[src/rtl/dense_layer_stream.sv]
// Streaming fully-connected layer: one input element per cycle, OUT_SIZE
// saturating accumulators in parallel, result held until the consumer takes it.
module dense_layer_stream #(
  parameter int unsigned IN_SIZE  = 32,
  parameter int unsigned OUT_SIZE = 3,
  parameter int unsigned IN_W     = 40,
  parameter int unsigned W_W      = 8,
  parameter int unsigned ACC_W    = 48,
  parameter int unsigned RELU     = 0
) (
  input  logic                                             clk,
  input  logic                                             rst_n,
  input  logic                                             flush,
  input  logic                                             in_valid,
  output logic                                             in_ready,
  input  logic [IN_W-1:0]                                  in_data,
  output logic [((IN_SIZE > 1) ? $clog2(IN_SIZE) : 1)-1:0] w_addr,
  input  logic [OUT_SIZE*W_W-1:0]                          w_row,
  input  logic [OUT_SIZE*W_W-1:0]                          bias_vec,
  output logic                                             out_valid,
  input  logic                                             out_ready,
  output logic [OUT_SIZE*ACC_W-1:0]                        out_vec,
  output logic                                             ovf
);

  localparam int unsigned AW = (IN_SIZE > 1) ? $clog2(IN_SIZE) : 1;
  localparam int unsigned PW = IN_W + W_W;
  localparam int unsigned SW = ACC_W + 1;

  localparam logic [0:0] S_ACC = 1'b0;
  localparam logic [0:0] S_OUT = 1'b1;

  logic [0:0]              r_state;
  logic [0:0]              w_state_nxt;
  logic [AW-1:0]           r_idx;
  logic signed [ACC_W-1:0] r_acc [OUT_SIZE];
  logic [OUT_SIZE*ACC_W-1:0] r_out_vec;
  logic                    r_ovf;

  logic                    w_accept;
  logic                    w_last;
  logic                    w_any_clip;
  logic [OUT_SIZE-1:0]     w_clip;
  logic signed [ACC_W-1:0] w_sat  [OUT_SIZE];
  logic signed [ACC_W-1:0] w_relu [OUT_SIZE];

  assign in_ready   = (r_state == S_ACC);
  assign out_valid  = (r_state == S_OUT);
  assign w_accept   = in_valid & in_ready;
  assign w_last     = (r_idx == AW'(IN_SIZE - 1));
  assign w_any_clip = |w_clip;
  assign w_addr     = r_idx;
  assign out_vec    = r_out_vec;
  assign ovf        = r_ovf;

  // Per-neuron multiply, bias-or-accumulate, saturate and optional ReLU
  always_comb begin
    logic signed [PW-1:0]    w_x;
    logic signed [PW-1:0]    w_w;
    logic signed [PW-1:0]    w_prod;
    logic signed [ACC_W-1:0] w_base;
    logic signed [SW-1:0]    w_sum;
    w_x    = '0;
    w_w    = '0;
    w_prod = '0;
    w_base = '0;
    w_sum  = '0;
    w_clip = '0;
    for (int j = 0; j < OUT_SIZE; j++) begin
      w_sat[j]  = '0;
      w_relu[j] = '0;
    end
    for (int j = 0; j < OUT_SIZE; j++) begin
      w_x    = PW'($signed(in_data));
      w_w    = PW'($signed(w_row[j*W_W +: W_W]));
      w_prod = w_x * w_w;
      // Bias enters only on the first element so it is added once per vector
      w_base = (r_idx == '0) ? ACC_W'($signed(bias_vec[j*W_W +: W_W])) : r_acc[j];
      w_sum  = SW'(w_base) + SW'(w_prod);
      if (w_sum[SW-1] != w_sum[SW-2]) begin
        w_clip[j] = 1'b1;
        w_sat[j]  = w_sum[SW-1] ? {1'b1, {(ACC_W-1){1'b0}}} : {1'b0, {(ACC_W-1){1'b1}}};
      end else begin
        w_sat[j]  = w_sum[ACC_W-1:0];
      end
      w_relu[j] = ((RELU != 0) && w_sat[j][ACC_W-1]) ? '0 : w_sat[j];
    end
  end

  // State register
  always_ff @(posedge clk or negedge rst_n) begin
    if (!rst_n) r_state <= S_ACC;
    else        r_state <= w_state_nxt;
  end

  // Next state: flush wins, otherwise last accept enters OUT and handshake leaves it
  always_comb begin
    w_state_nxt = r_state;
    if (flush) begin
      w_state_nxt = S_ACC;
    end else begin
      case (r_state)
        S_ACC:   if (w_accept && w_last) w_state_nxt = S_OUT;
        S_OUT:   if (out_ready)          w_state_nxt = S_ACC;
        default: w_state_nxt = S_ACC;
      endcase
    end
  end

  // Index, accumulators, result register and sticky overflow
  always_ff @(posedge clk or negedge rst_n) begin
    if (!rst_n) begin
      r_idx     <= '0;
      r_out_vec <= '0;
      r_ovf     <= 1'b0;
      for (int j = 0; j < OUT_SIZE; j++) r_acc[j] <= '0;
    end else if (flush) begin
      r_idx <= '0;
      r_ovf <= 1'b0;
    end else if (w_accept) begin
      for (int j = 0; j < OUT_SIZE; j++) r_acc[j] <= w_sat[j];
      if (w_any_clip) r_ovf <= 1'b1;
      if (w_last) begin
        r_idx <= '0;
        for (int j = 0; j < OUT_SIZE; j++) r_out_vec[j*ACC_W +: ACC_W] <= w_relu[j];
      end else begin
        r_idx <= AW'(r_idx + 1'b1);
      end
    end else if (out_valid && out_ready) begin
      r_ovf <= 1'b0;
    end
  end

endmodule

[config.mk]
export PLATFORM = sky130hd
export DESIGN_NAME = dense_layer_stream
export DESIGN_NICKNAME = d
export VERILOG_FILES = /design/src/rtl/dense_layer_stream.sv
export SDC_FILE = /design/constraint.sdc
export NUM_CORES = 2
export LEC_CHECK = 0
export BUFFER_PORTS_ARGS = -buffer_cell sky130_fd_sc_hd__buf_4
export CAP_MARGIN = 10
export CORE_MARGIN = 8
export CORE_UTILIZATION = 41
export CTS_CLUSTER_DIAMETER = 100
export DETAILED_ROUTE_END_ITERATION = 10
export MAX_ROUTING_LAYER = met4
export PLACE_DENSITY = 0.6
export SLEW_MARGIN = 10
export SYNTH_ARGS = -nofsm -noshare
export SYNTH_HDL_FRONTEND = slang
export SYNTH_SLANG_ARGS = --single-unit
[constraint.sdc]
create_clock -name clk -period 13.8 [get_ports clk]
set_input_delay 0.69 -clock clk [delete_from_list [all_inputs] [get_ports clk]]
set_output_delay 0.69 -clock clk [all_outputs]
set_load 0.005 [all_outputs]
==> reports/metrics.cfg <==
[yosys]
synthesis.area_um2 = 48600
ys_seq_area_share_pct = 15.2
yosys.area.top_type = fa_1
yosys_warnings = 0
ys_types = 75
synth_flop_cell = dfrtp_1
async_flop_share_pct = 100
syn_nets = 6651
netlist_top_cells_area = fa_1 37%, dfrtp_1 15%, ha_1 8.0%
synth.avg_cell_area_um2 = 9.09
yosysMostFrequentCell = fa_1
synth-edff-count = 0
synth_commonest_cells = 900 x fa_1, 683 x inv_1, 659 x nand2_1
synth_seq_cells = 295
synth_top_cell_area_share_pct = 37.1
synth_cells = 5346

[placement]
gp_congestion = 0.917
io_buffers = 244
place_hpwl_mm = 110
place_inst = 6807

[critical_path]
setup.worst_path.end = ovf
worstPathRequired_ns = 14.28
critical_path_class = reg -> reg
slowest_stage = or4b_1
worst-r2r-setup-slack_ns = 4.63
critPathLaunchType = register
rr_endpoint = ovf
reg2reg_depth = 27
crit_path_max_fanout = 58
cp_data_arrival_time_ns = 9.64
endpoint_kind = register
slowest_delay_ns = 0.72
timing.rr.start = w_addr[0]
crit_start = w_addr[0]

[clock_network]
post_cts_resized = 0
clk_pin_slew_ns = 0.07
clock_latency_ns = 0.60
htreeDepth = 2
postCtsSetupBuffers = 0
clock-sinks = 295
root_buffer = clkbuf_16
cts_buffers = 39
clockBufferDepth = 3
cts_tree = done
postCtsHoldBufs = 0

[final_layout]
drive_gt1_share_pct = 6.95
stdcell_count = 6882
finalNetCount = 6617
areaGrowthSynthToFinish_pct = 8.36
fillerInstances = 11488

[timing]
tightest_slew_ns = 1.06
fmax_mhz = 109
period_share_pct = 66.4
final.setup.tns_ns = 0
rsz0062_at_grt = no
setup_violations = 0
post-route-min-period_ns = 9.17
hold_viol = 0
final_max_slew_viol_count = 0
skew_ns = 0.0299
slew_headroom_pct = 28.6

[floorplan]
start_util_pct = 41.2
die_height_um = 360
die_area_um2 = 130000
core_region_area_um2 = 118000
ioPinCount = 245
die_w_um = 360
rows = 126

[global_routing]
top_usage_layer = met2
use_met3_pct = 4.64
groute.usage.overall_pct = 22.6
grt_pass1_vias = 39685
grt_util_met2_pct = 35.3
grt_use_met1_pct = 29.9
grt_pass1_wl_mm = 228
grt-ovfl-total = 0
antenna_found_initial = 6
grt_max_degree = 85

[drt]
vias = 36681
drtPass1Iterations = 5
wire_per_inst_um = 20.5
ant_nets = 0
remaining_drc_errors = 0
first_iter_violations = 2329
via_per_inst = 5.33
wl_mm = 141

[job]
maxCapViolCount = 0

[run_status]
status = complete, no violations

[hold_path]
hp-class = in -> async

==> per-layer routing <==
metal | vias up | share of wire (%)
li1 | 16786 | -
met1 | 18684 | 44
met2 | 1036 | 46
met3 | 175 | 7.4
met4 | 0 | 3.0
met5 | - | 0
==> sequential cells by signal, indices dropped and copies added (netlist names) <==
| register | flops |
|---|---|
| out_valid | 1 |
| r_acc | 144 |
| w_addr | 5 |
| out_vec | 144 |
| ovf | 1 |
==> how the worst min path moves through the flow <==
stage / from / end / slack, ns / depth (start not counted)
finish: rst_n / out_vec[92] / 0.08 / 1
global route: rst_n / out_vec[92] / 0.13 / 1
CTS: rst_n / r_acc[93] / 0.08 / 1
detailed placement: r_acc[71] / r_acc[71] / 0.47 / 2
global placement: r_acc[96] / r_acc[96] / 0.46 / 2
floorplan: rst_n / out_valid / 0.39 / 0
==> layout by cell type, fill, tap and decap left out, drive strengths merged, types with 5 or more instances in the layout <==
cell | synthesis | routed
o21a | 19 | 19
o211ai | 8 | 8
o21ai | 415 | 415
diode | 0 | 5
fa | 900 | 900
xor2 | 55 | 55
inv | 685 | 686
nand2 | 659 | 659
nor2b | 10 | 10
buf | 11 | 272
a21o | 73 | 73
and3 | 11 | 11
a21oi | 336 | 336
bufinv | 0 | 5
maj3 | 37 | 37
mux2i | 21 | 21
clkinv | 0 | 6
nor3 | 18 | 18
dfrtp | 295 | 295
nand4 | 38 | 38
or2 | 10 | 10
nand3 | 30 | 30
clkbuf | 336 | 54
nor2 | 202 | 202
a211oi | 18 | 18
and2 | 565 | 565
a31oi | 22 | 22
a211o | 9 | 9
nand2b | 32 | 32
o31ai | 14 | 14
o21bai | 31 | 31
ha | 312 | 312
a2111oi | 5 | 5
xnor2 | 86 | 86
nor4 | 8 | 8
nor3b | 6 | 6
or3 | 8 | 8
a41oi | 6 | 6
==> critical path: cells and delay by family (launching register included) <==
| family | cells | cell delay (ns) |
|---|---|---|
| adders and majority gates | 8 | 2.93 |
| buffers and inverters | 7 | 1.76 |
| and+or+nand+nor | 5 | 1.64 |
| AOI/OAI and AO/OA | 5 | 1.49 |
| DFF | 1 | 0.45 |
| muxes | 1 | 0.36 |
| xor gates and xnor gates | 1 | 0.35 |
==> area by class of cell <==
class | instances | area (µm²) | area share, %
multi-input cells | 4019 | 37400 | 71.0
flip-flops and latches | 295 | 7380 | 14.0
inverters | 685 | 2570 | 4.88
clock buffers | 54 | 1090 | 2.08
repair buffers | 272 | 2050 | 3.89
well taps | 1536 | 1920 | 3.65
clock inverters | 16 | 226 | 0.430
diodes | 5 | 12.5 | 0.0237
==> kinds of logic after synthesis <==
kind of cell	share of synthesized area, %
multiplexers	0.502
adder cells (fa/ha/maj)	45.8
XOR/XNOR	2.56
buffers and inverters	7.98
AO/OA/AOI/OAI	11.7
AND/OR/NAND/NOR	16.2
flip-flops	15.2
==> stage by stage <==
step                util (%)  hold slack (ns)  setup slack (ns)  instance area (µm²)
finish                  44.7           0.0845              4.63                52700
detailed placement      43.5            0.471              4.58                51400
CTS                     44.7           0.0836              4.57                52700
global route            44.7            0.127              4.09                52700
floorplan                  -            0.394              6.41                48600
global placement        43.5            0.458              4.81                51400
Power is not shown: default switching activity piles up to over one toggle a cycle in this logic, so the estimate is an artifact.
